==> src/rtl/button_debouncer_pkg.sv <==
// Shared constants for pushbutton conditioning: state encodings, button
// polarity and default debounce lengths.
package button_debouncer_pkg;

    // 2-bit state encoding; bit 0 tracks "new level is low/pressed side"
    typedef enum logic [1:0] {
        REL_STABLE = 2'b00,
        PRESS_WAIT = 2'b01,
        REL_WAIT   = 2'b10,
        PRS_STABLE = 2'b11
    } db_state_t;

    // Pushbuttons are active-low on the board; the pulse FSM uses these too
    localparam logic BTN_PRESSED  = 1'b0;
    localparam logic BTN_RELEASED = 1'b1;

    // 10 ms at 50 MHz for hardware, a short window for simulation
    localparam int DEBOUNCE_CYCLES_HW  = 500000;
    localparam int DEBOUNCE_CYCLES_SIM = 4;

endpackage

==> src/rtl/button_debouncer_sync_2ff.sv <==
// Two-flop synchroniser for asynchronous board inputs (buttons, switches).
module sync_2ff #(
    parameter logic RESET_VALUE = 1'b1
) (
    input  logic clock,
    input  logic reset,
    input  logic d,
    output logic q
);

    logic s1;
    logic s2;

    // Shift the async input through two flops; reset to the idle level
    always_ff @(posedge clock) begin
        if (reset) begin
            s1 <= RESET_VALUE;
            s2 <= RESET_VALUE;
        end else begin
            s1 <= d;
            s2 <= s1;
        end
    end

    assign q = s2;

endmodule

==> src/rtl/button_debouncer.sv <==
// Pushbutton conditioning: synchronise the raw active-low pin, require the
// new level to hold for DEBOUNCE_CYCLES+1 synchronised edges, then emit a
// clean level plus one-cycle press/release strobes.
module button_debouncer
    import button_debouncer_pkg::*;
#(
    parameter int DEBOUNCE_CYCLES = DEBOUNCE_CYCLES_HW,
    parameter int CNT_WIDTH       = 20
) (
    input  logic clock,
    input  logic reset,
    input  logic button_raw,
    output logic button_clean,
    output logic press_pulse,
    output logic release_pulse
);

    // Terminal count: entry edge plus DEBOUNCE_CYCLES counting edges
    localparam logic [CNT_WIDTH-1:0] CNT_LAST = CNT_WIDTH'(DEBOUNCE_CYCLES - 1);

    logic                 s2;
    db_state_t            state;
    logic [CNT_WIDTH-1:0] cnt;

    // Idle level of the button is released, so the synchroniser resets high
    sync_2ff #(
        .RESET_VALUE(BTN_RELEASED)
    ) u_sync (
        .clock(clock),
        .reset(reset),
        .d    (button_raw),
        .q    (s2)
    );

    // Debounce FSM with registered level and strobes; cnt only moves in WAIT
    always_ff @(posedge clock) begin
        if (reset) begin
            state         <= REL_STABLE;
            cnt           <= '0;
            button_clean  <= BTN_RELEASED;
            press_pulse   <= 1'b0;
            release_pulse <= 1'b0;
        end else begin
            press_pulse   <= 1'b0;
            release_pulse <= 1'b0;
            case (state)
                REL_STABLE: begin
                    button_clean <= BTN_RELEASED;
                    cnt          <= '0;
                    if (s2 == BTN_PRESSED) begin
                        state <= PRESS_WAIT;
                    end
                end
                PRESS_WAIT: begin
                    if (s2 == BTN_RELEASED) begin
                        state <= REL_STABLE;
                        cnt   <= '0;
                    end else if (cnt == CNT_LAST) begin
                        state        <= PRS_STABLE;
                        cnt          <= '0;
                        button_clean <= BTN_PRESSED;
                        press_pulse  <= 1'b1;
                    end else begin
                        cnt <= cnt + CNT_WIDTH'(1);
                    end
                end
                PRS_STABLE: begin
                    button_clean <= BTN_PRESSED;
                    cnt          <= '0;
                    if (s2 == BTN_RELEASED) begin
                        state <= REL_WAIT;
                    end
                end
                REL_WAIT: begin
                    if (s2 == BTN_PRESSED) begin
                        state <= PRS_STABLE;
                        cnt   <= '0;
                    end else if (cnt == CNT_LAST) begin
                        state         <= REL_STABLE;
                        cnt           <= '0;
                        button_clean  <= BTN_RELEASED;
                        release_pulse <= 1'b1;
                    end else begin
                        cnt <= cnt + CNT_WIDTH'(1);
                    end
                end
                default: begin
                    state        <= REL_STABLE;
                    cnt          <= '0;
                    button_clean <= BTN_RELEASED;
                end
            endcase
        end
    end

endmodule

==> config.mk <==
export PLATFORM = sky130hd
export DESIGN_NAME = button_debouncer
export DESIGN_NICKNAME = d
export VERILOG_FILES = /design/src/rtl/button_debouncer_pkg.sv /design/src/rtl/button_debouncer_sync_2ff.sv /design/src/rtl/button_debouncer.sv
export SDC_FILE = /design/constraint.sdc
export NUM_CORES = 1
export LEC_CHECK = 0
export CORE_MARGIN = 3
export CORE_UTILIZATION = 45
export CTS_BUF_LIST = sky130_fd_sc_hd__clkbuf_8
export DETAILED_ROUTE_END_ITERATION = 7
export PLACE_DENSITY = 0.72
export SLEW_MARGIN = 20
export SYNTH_ARGS = -nofsm -noshare
export SYNTH_HDL_FRONTEND = slang
export SYNTH_SLANG_ARGS = --single-unit
==> constraint.sdc <==
create_clock -name clock -period 4 [get_ports clock]
set_clock_uncertainty 0.05 [all_clocks]
set_input_delay 0.6 -clock clock [delete_from_list [all_inputs] [get_ports clock]]
set_output_delay 0.6 -clock clock [all_outputs]
set_load 0.05 [all_outputs]
==> metrics.txt <==
status completed; Max Slew Vio Count 0; synthesis-to-finish area growth 7.912%; fin nets 163; Die Y 60.01 microns; row count 18; DRC violations left 0; Util after Layout 54.21%; Mapped Area 1313 sq um; Tmin final 2.107 ns; CTS clk-pin slew, worst paths 0.08 ns; initial antenna violation count 0; max_cap viols 0; WHS 0.3727 ns; clock tree sinks 27; Reg2Reg Depth 4; post-CTS sizing 0; number of synthesized register bits 27; RSZ-0062 raised after global routing false; Comb pwr share 11.1%; ordered list of cells on the worst path clkdlybuf4s50_1; Yosys warning total 0; total core area 2613 sq um; Total Wirelength 2496 microns; switching share of power 23.09%; most frequent cells in the layout dfxtp_1 (27), nor2_1 (16), nand3_1 (9), a21oi_1 (8), xnor2_1 (7); cts bufs inserted 3; die area 3601 sq um; Final Hold Fails 0; Cells after Synth 150; CTS tree built; critical path's slowest cell clkdlybuf4s50_1; count of input and output buffers 5; commonest non-fill, non-tap cell in the layout dfxtp_1; Final Non-Filler Cells 183; CTS root buffer clkbuf_8; CTS H-tree lvls 1; clock buffer depth 2; Hold Path End u_sync.q; Buffers & Inverters on Critical Path 1; # setup viols final 0; routability cong. 0.8452; Antenna diodes 0; drt wl/cell 13.64 microns; Leak 0.4578 nW; sequential share of power 58.8%; Seq. cell area 540.5 sq um; final antenna-violating net count 0; number of distinct library cells after synthesis 34; clk_lat worst skew 0.26 ns; fillers 248; setup repair bufs after CTS 0; worst hold start u_sync.s1; Relative slew margins 54.09%; CP startpoint kind flop; reg2reg end cnt[5]; Crit Path Class flop to output pin; multi-input gate area in the final layout 724.4 sq um; Die Width 60.01 microns; Async SR Flop Fraction 0%; Crit Path Max Fanout 2; vias in the first global route 1018; Top Ports 6; placed cells 179; Setup TNS 0 ns; worst endpoint data arrival time 1.46 ns; global-route wire length before repair 4478 microns; hpwl dp 1895 microns; drt first-iter violations 42; 1st-pass router iterations 5; Seq/Total Area, Yosys 41.18%; grt total ovfl 0; Via density 5.814; Int Power 0.3656 mW; Net Sw Power 0.1098 mW; PD cells 335.7 nW/um^2; Req. time, crit path 3.35 ns; Total Routing Usage GR 16.27%; predominant post-synthesis flop cell dfxtp_1; CP max stage delay 0.83 ns; Avg Inst Size Synth 8.750 sq um; vias 1064; origin of the critical flop-to-flop path cnt[15]; Setup crit end kind output pin; Net Count, Synth 159; cts hold-fix bufs 0; worst IR drop on VDD 0.0001717 V; EDFF count, synth 0; Clock power frac 30.1%; Peak Freq 474.5 MHz; HP Class flop to flop; worst-margin pin slew 0.6886 ns; WHS Path Cells 1; flop2flop setup slack 1.99 ns; largest net degree at the start of global routing 18; Starting Density 50.24%; CP delay by family, top buffers and inverters; share of layout cells above drive strength 1 5.229%; Tcrit/Tclk final 52.68%
==> stage by stage <==
stage | power (mW) | area [sq um] | worst slack, ns
floorplan | 0.3239 | 1313 | 2.216
finish | 0.4754 | 1416 | 1.893
global placement | 0.3341 | 1371 | 2.032
detailed placement | 0.3379 | 1371 | 1.958
global route | 0.5068 | 1416 | 1.799
CTS | 0.4813 | 1416 | 1.893
==> registers in the layout, indices dropped and copies added, names as in the netlist <==
register and flops:
u_sync.s1 1, button_clean 1, cnt 20, state 2, u_sync.q 1, release_pulse 1, press_pulse 1
==> Yosys cell counts, types with 5 or more instances <==
library cell	number	share of area [%]
nand3_1	9	3.4
or4_1	6	3.4
o21ai_0	6	2.3
nor2_1	16	4.6
xnor2_1	7	4.7
xor2_1	5	3.3
a21oi_1	8	3.1
nand2_1	6	1.7
dfxtp_1	27	41
nor3_1	5	1.9
ha_1	6	5.7
inv_1	5	1.4
==> per-layer routing <==
| layer | wire (microns) | global-route usage, % | vias to the layer above |
|---|---|---|---|
| li1 | - | - | 536 |
| met1 | 1188 | 20.66 | 497 |
| met2 | 1191 | 27.16 | 27 |
| met3 | 79 | 3.024 | 4 |
| met4 | 37 | 6.013 | 0 |
| met5 | 0 | 0 | - |
==> final cells by class <==
class / instances / share of cell area (%)
repair buffers: 5 / 3.534
well taps: 30 / 2.650
clock buffers: 3 / 2.915
multi-input cells: 112 / 51.15
clock inverters: 1 / 0.2650
flip-flops and latches: 27 / 38.16
inverters: 5 / 1.325
==> power by group through the flow <==
stage | Clock (mW) | Sequential (mW) | Combinational, mW
finish | 0.143 | 0.279 | 0.0529
global route | 0.166 | 0.281 | 0.0606
CTS | 0.149 | 0.279 | 0.0527
detailed placement | 0 | 0.286 | 0.0523
global placement | 0 | 0.285 | 0.0494
floorplan | 0 | 0.288 | 0.0356
==> worst max-delay path by stage <==
stage,slack (ns),end,from,cells past startpoint
floorplan,2.22,cnt[17],cnt[7],6
global placement,2.03,cnt[3],reset,4
detailed placement,1.96,cnt[5],cnt[15],4
CTS,1.89,button_clean,button_clean,1
global route,1.80,cnt[11],cnt[15],4
finish,1.89,button_clean,button_clean,1
==> kinds of logic after synthesis <==
group,share of synthesized area (%)
simple gates,27.17
flops,41.18
compound gates,11.15
mux,3.146
buf+inv,3.623
fa+ha+maj,5.720
xor+xnor,8.008
Power figures use the tool's default switching activity.
